File: src/rtl/spi_packet_decode.sv
// rtl/spi_packet_decode.sv - 4-byte SPI paint packet decoder with checksum, range check and inter-byte timeout
// Outputs update only on a fully validated packet; partial fields live in shadow registers.
module spi_packet_decode #(
  parameter int X_MAX   = 640,
  parameter int Y_MAX   = 480,
  parameter int TIMEOUT = 1024
) (
  input  logic       clk,
  input  logic       reset_n,
  input  logic       byte_valid,
  input  logic [7:0] spi_byte,
  output logic       brush,
  output logic [2:0] newColor,
  output logic [9:0] x,
  output logic [9:0] y,
  output logic       ready,
  output logic       pkt_err
);

  typedef enum logic [1:0] {
    IDLE = 2'd0,
    HDR  = 2'd1,
    XLO  = 2'd2,
    YLO  = 2'd3
  } state_t;

  localparam logic [10:0] X_LIM  = 11'(X_MAX);
  localparam logic [10:0] Y_LIM  = 11'(Y_MAX);
  localparam logic [10:0] TO_LIM = 11'(TIMEOUT);
  localparam logic [2:0]  SYNC   = 3'b101;

  state_t      state_q, state_d;
  logic [10:0] gap_q, gap_d;
  logic [7:0]  b0_q, b0_d;
  logic [7:0]  xlo_q, xlo_d;
  logic [7:0]  ylo_q, ylo_d;
  logic        brush_q, brush_d;
  logic [2:0]  color_q, color_d;
  logic [9:0]  x_q, x_d;
  logic [9:0]  y_q, y_d;
  logic        ready_q, ready_d;
  logic        pkt_err_q, pkt_err_d;

  // B3 is consumed straight off the input, so the final check combines it with the shadows.
  logic [3:0]  csum;
  logic [9:0]  x_full;
  logic [9:0]  y_full;
  logic        pkt_ok;
  logic [10:0] gap_inc;

  assign csum    = b0_q[7:4] ^ b0_q[3:0] ^ xlo_q[7:4] ^ xlo_q[3:0] ^ ylo_q[7:4] ^ ylo_q[3:0];
  assign x_full  = {spi_byte[7:6], xlo_q};
  assign y_full  = {spi_byte[5:4], ylo_q};
  assign pkt_ok  = (csum == spi_byte[3:0]) && ({1'b0, x_full} < X_LIM) && ({1'b0, y_full} < Y_LIM);
  assign gap_inc = gap_q + 11'd1;

  always_comb begin
    state_d   = state_q;
    gap_d     = gap_q;
    b0_d      = b0_q;
    xlo_d     = xlo_q;
    ylo_d     = ylo_q;
    brush_d   = brush_q;
    color_d   = color_q;
    x_d       = x_q;
    y_d       = y_q;
    ready_d   = 1'b0;
    pkt_err_d = 1'b0;

    if (state_q == IDLE) begin
      gap_d = 11'd0;
      if (byte_valid && (spi_byte[7:5] == SYNC)) begin
        b0_d    = spi_byte;
        state_d = HDR;
      end
    end else if (byte_valid) begin
      gap_d = 11'd0;
      case (state_q)
        HDR: begin
          xlo_d   = spi_byte;
          state_d = XLO;
        end
        XLO: begin
          ylo_d   = spi_byte;
          state_d = YLO;
        end
        default: begin
          state_d = IDLE;
          if (pkt_ok) begin
            brush_d = b0_q[4];
            color_d = b0_q[2:0];
            x_d     = x_full;
            y_d     = y_full;
            ready_d = 1'b1;
          end else begin
            pkt_err_d = 1'b1;
          end
        end
      endcase
    end else if (gap_inc == TO_LIM) begin
      // Stalled packet: silently abandon it.
      state_d = IDLE;
      gap_d   = 11'd0;
    end else begin
      gap_d = gap_inc;
    end
  end

  always_ff @(posedge clk) begin
    if (!reset_n) begin
      state_q   <= IDLE;
      gap_q     <= 11'd0;
      b0_q      <= 8'd0;
      xlo_q     <= 8'd0;
      ylo_q     <= 8'd0;
      brush_q   <= 1'b0;
      color_q   <= 3'd0;
      x_q       <= 10'd0;
      y_q       <= 10'd0;
      ready_q   <= 1'b0;
      pkt_err_q <= 1'b0;
    end else begin
      state_q   <= state_d;
      gap_q     <= gap_d;
      b0_q      <= b0_d;
      xlo_q     <= xlo_d;
      ylo_q     <= ylo_d;
      brush_q   <= brush_d;
      color_q   <= color_d;
      x_q       <= x_d;
      y_q       <= y_d;
      ready_q   <= ready_d;
      pkt_err_q <= pkt_err_d;
    end
  end

  assign brush    = brush_q;
  assign newColor = color_q;
  assign x        = x_q;
  assign y        = y_q;
  assign ready    = ready_q;
  assign pkt_err  = pkt_err_q;

endmodule

File: config.mk
export PLATFORM = sky130hd
export DESIGN_NAME = spi_packet_decode
export DESIGN_NICKNAME = d
export VERILOG_FILES = /design/src/rtl/spi_packet_decode.sv
export SDC_FILE = /design/constraint.sdc
export NUM_CORES = 1
export LEC_CHECK = 0
export BUFFER_PORTS_ARGS = -buffer_cell sky130_fd_sc_hd__buf_2
export CAP_MARGIN = 20
export CORE_ASPECT_RATIO = 1.75
export CORE_MARGIN = 3
export CORE_UTILIZATION = 35
export DETAILED_ROUTE_END_ITERATION = 6
export GPL_TIMING_DRIVEN = 0
export PLACE_DENSITY = 0.54
export SLEW_MARGIN = 20
export SYNTH_ARGS = -nofsm -noshare
export SYNTH_HDL_FRONTEND = slang
export SYNTH_SLANG_ARGS = --single-unit
File: constraint.sdc
create_clock -name clk -period 6.36 [get_ports clk]
set_input_delay 0.954 -clock clk [delete_from_list [all_inputs] [get_ports clk]]
set_output_delay 0.954 -clock clk [all_outputs]
set_load 0.05 [all_outputs]
==> impl_metrics.env <==
export IMPL_status="finished, final reports clean"
export IMPL_cts_made_buffers=9
export IMPL_synth_seq_cells=63
export IMPL_grt_total_usage_pct=15.1
export IMPL_die_area_mm2=0.00955
export IMPL_yosys_area_share_simple_pct=20.6
export IMPL_syn_nets=324
export IMPL_critPathMaxStageDelay_ps=460
export IMPL_avgSynthCellArea_um2=9.51
export IMPL_vdd_drop_max_v=0.000150
export IMPL_synth_xor_area_share_pct=12.2
export IMPL_ys_top_cells_by_area="dfxtp_1, mux2i_1, nand2_1, a21boi_0, xnor3_2"
export IMPL_critical_path_top_delay_family="simple AND/OR/NAND/NOR gates"
export IMPL_worstReg2RegStart="ylo_q[0]$_SDFFE_PN0P_"
export IMPL_holdPathEnd="y[9]$_SDFFE_PN0P_"
export IMPL_cp_arrival_ps=2850
export IMPL_drc=0
export IMPL_vias=2187
export IMPL_clkSlewWorstSetupHoldPaths_ps=50
export IMPL_fin_skew_ps=4.88
export IMPL_p_per_area_mw_per_mm2=255
export IMPL_hold_path_cell_count=2
export IMPL_grt_pass1_vias=2141
export IMPL_yosysWarnings=0
export IMPL_synth_ff_type="dfxtp_1"
export IMPL_io_buffers=36
export IMPL_place_area_mm2=0.00322
export IMPL_place_inst=434
export IMPL_netlist_area_leader_share_pct=43.1
export IMPL_die_height_um=127
export IMPL_max_freq_mhz=386
export IMPL_routed_wl_mm=6.67
export IMPL_ys_async_sr_fraction_pct=0
export IMPL_leakagePower_nw=1.36
export IMPL_worstSetupStartpointType="primary input"
export IMPL_num_rows=43
export IMPL_cts_root_buf="clkbuf_16"
export IMPL_ff2ff_path_depth=7
export IMPL_clk_latency_ps=330
export IMPL_synth_top_family_by_area="simple AND/OR/NAND/NOR gates"
export IMPL_diodes=0
export IMPL_drt_iter0_drc=84
export IMPL_grt_pass1_wl_mm=10.7
export IMPL_drv_cap=0
export IMPL_nNetsFinal=371
export IMPL_finalCritPeriodShare_pct=40.8
export IMPL_drv_slew=0
export IMPL_synth_common_cells="nand2_1, dfxtp_1, mux2i_1, nand3_1"
export IMPL_syn_cell_area_mm2=0.00293
export IMPL_crit_type="primary input to register"
export IMPL_end_kind="register"
export IMPL_cts_sinks=63
export IMPL_grt_overflow_total=0
export IMPL_crit_buf_inv=3
export IMPL_cp_max_fo=10
export IMPL_cts_tree="built"
export IMPL_worstMarginPinSlew_ps=562
export IMPL_ys_seq_area_share_pct=43.1
export IMPL_r2r_end="newColor[0]$_SDFFE_PN0P_"
export IMPL_crit_required_ps=6610
export IMPL_drtAntennaViolNets=0
export IMPL_via_per_inst=4.87
export IMPL_boundaryPins=37
export IMPL_r2r_slack_ps=4110
export IMPL_cp_startpoint="spi_byte[3]"
export IMPL_firstDrtPassIters=4
export IMPL_hp_class="register to register"
export IMPL_period_needed_ps=2590
export IMPL_setup_viol=0
export IMPL_yosys_area_top_type="dfxtp_1"
export IMPL_cts_hold_buffers=0
export IMPL_htreeDepth=3
export IMPL_floorplan_initialDensity_pct=36.5
export IMPL_die_x_um=75.2
export IMPL_crit_path_top_delay_cell="xnor3_2"
export IMPL_post_synth_top_count_cell="nand2_1"
export IMPL_core_mm2=0.00802
export IMPL_slew_headroom_pct=62.6
export IMPL_final_cell_area_mm2=0.00350
export IMPL_clk_path_buf_depth=2
export IMPL_synth_edf_count=0
export IMPL_synthCells=308
export IMPL_fin_cells=449
export IMPL_gp_routability_congestion=0.794
export IMPL_min_from="y[9]$_SDFFE_PN0P_"
export IMPL_drive_above_1_share_pct=17.8
export IMPL_yosys_area_share_adder_pct=2.14
export IMPL_synthMuxAreaShare_pct=10.3
export IMPL_finalHoldViolations=0
export IMPL_crit_chain="buf_2, xnor2_1, xnor3_2, nor4_4, and4_4, buf_12, buf_12, mux2i_1"
export IMPL_grt_max_degree=11
export IMPL_syn_to_final_growth_pct=19.5
export IMPL_synth_compound_area_share_pct=7.13
export IMPL_tns_ps=0
export IMPL_antenna_found_initial=0
export IMPL_cts_resized=0
export IMPL_yosysUniqueCellTypes=30
export IMPL_avgRoutedWirePerCell_um=14.8
export IMPL_grt_setup_unrepaired="false"
export IMPL_cpMostUsedCell="buf_12"
export IMPL_dp_hpwl_mm=5.01
export IMPL_cts_setup_buffers=0
[cell type report]
cell class / count / area (um^2)
timing repair buffer: 36 / 180
inverter: 6 / 22.5
tap: 90 / 113
fill: 817 / 4520
multi-input combinational: 222 / 1530
buffer: 17 / 113
sequential: 63 / 1260
clock buffer: 15 / 278
[kinds of logic after synthesis]
kind of cell	after synthesis
fa+ha+maj	5
mux	30
flops	63
buf+inv	23
compound gates	28
simple gates	134
xor+xnor	25
[cells in the final DEF, fill, tap and decap left out, drive strengths merged, types with 4 or more instances in the layout]
| cell | instances |
|---|---|
| nor2b | 7 |
| nor2 | 19 |
| a21boi | 19 |
| xnor2 | 14 |
| nand2 | 74 |
| inv | 6 |
| nand3 | 20 |
| xnor3 | 8 |
| ha | 5 |
| buf | 39 |
| clkbuf | 29 |
| nand4 | 4 |
| mux2i | 30 |
| dfxtp | 63 |
[stage by stage]
| stage | utilization (%) | hold slack [ps] | power [mW] | setup slack [ps] |
|---|---|---|---|---|
| 5_1_grt | 43.7 | 459 | 0.921 | 3640 |
| 3_5_place_dp | 40.2 | 433 | 0.449 | 3410 |
| 3_3_place_gp | 40.2 | 418 | 0.448 | 3440 |
| 2_1_floorplan | - | 430 | 0.433 | 3810 |
| 4_1_cts | 43.7 | 440 | 0.905 | 3760 |
| 6_report | 43.7 | 439 | 0.893 | 3770 |
[where the power goes]
group	total, mW	switching, mW	leakage (nW)	internal [mW]
Combinational	0.0414	0.0243	0.713	0.0171
Sequential	0.399	0.00164	0.508	0.397
Clock	0.453	0.159	0.136	0.293
[worst max path at each step]
stage,end,cells after the start,slack (ps)
6_report,newColor[0]$_SDFFE_PN0P_,8,3770
5_1_grt,x[5]$_SDFFE_PN0P_,8,3640
4_1_cts,x[9]$_SDFFE_PN0P_,8,3760
3_5_place_dp,x[9]$_SDFFE_PN0P_,8,3410
3_3_place_gp,x[5]$_SDFFE_PN0P_,8,3440
2_1_floorplan,x[0]$_SDFFE_PN0P_,7,3810
[layer usage]
layer | GRT usage [%] | part of all wire [%]
met1 | 15.7 | 38
met2 | 27.6 | 57
met3 | 4.65 | 2.8
met4 | 5.25 | 1.8
met5 | 0 | 0
[state kept, by name (all words and copies together) (netlist names)]
name and count:
gap_q 11, x 10, y 10, b0_q 8
xlo_q 8, ylo_q 8, newColor 3, state_q 2
brush 1, pkt_err 1, ready 1
[worst min-delay path: stages (launching register included)]
cell     delay [ps]
dfxtp_1         310
nand2_1          50
nor2_1           30
Note: power is estimated with default switching activity, not from simulation.
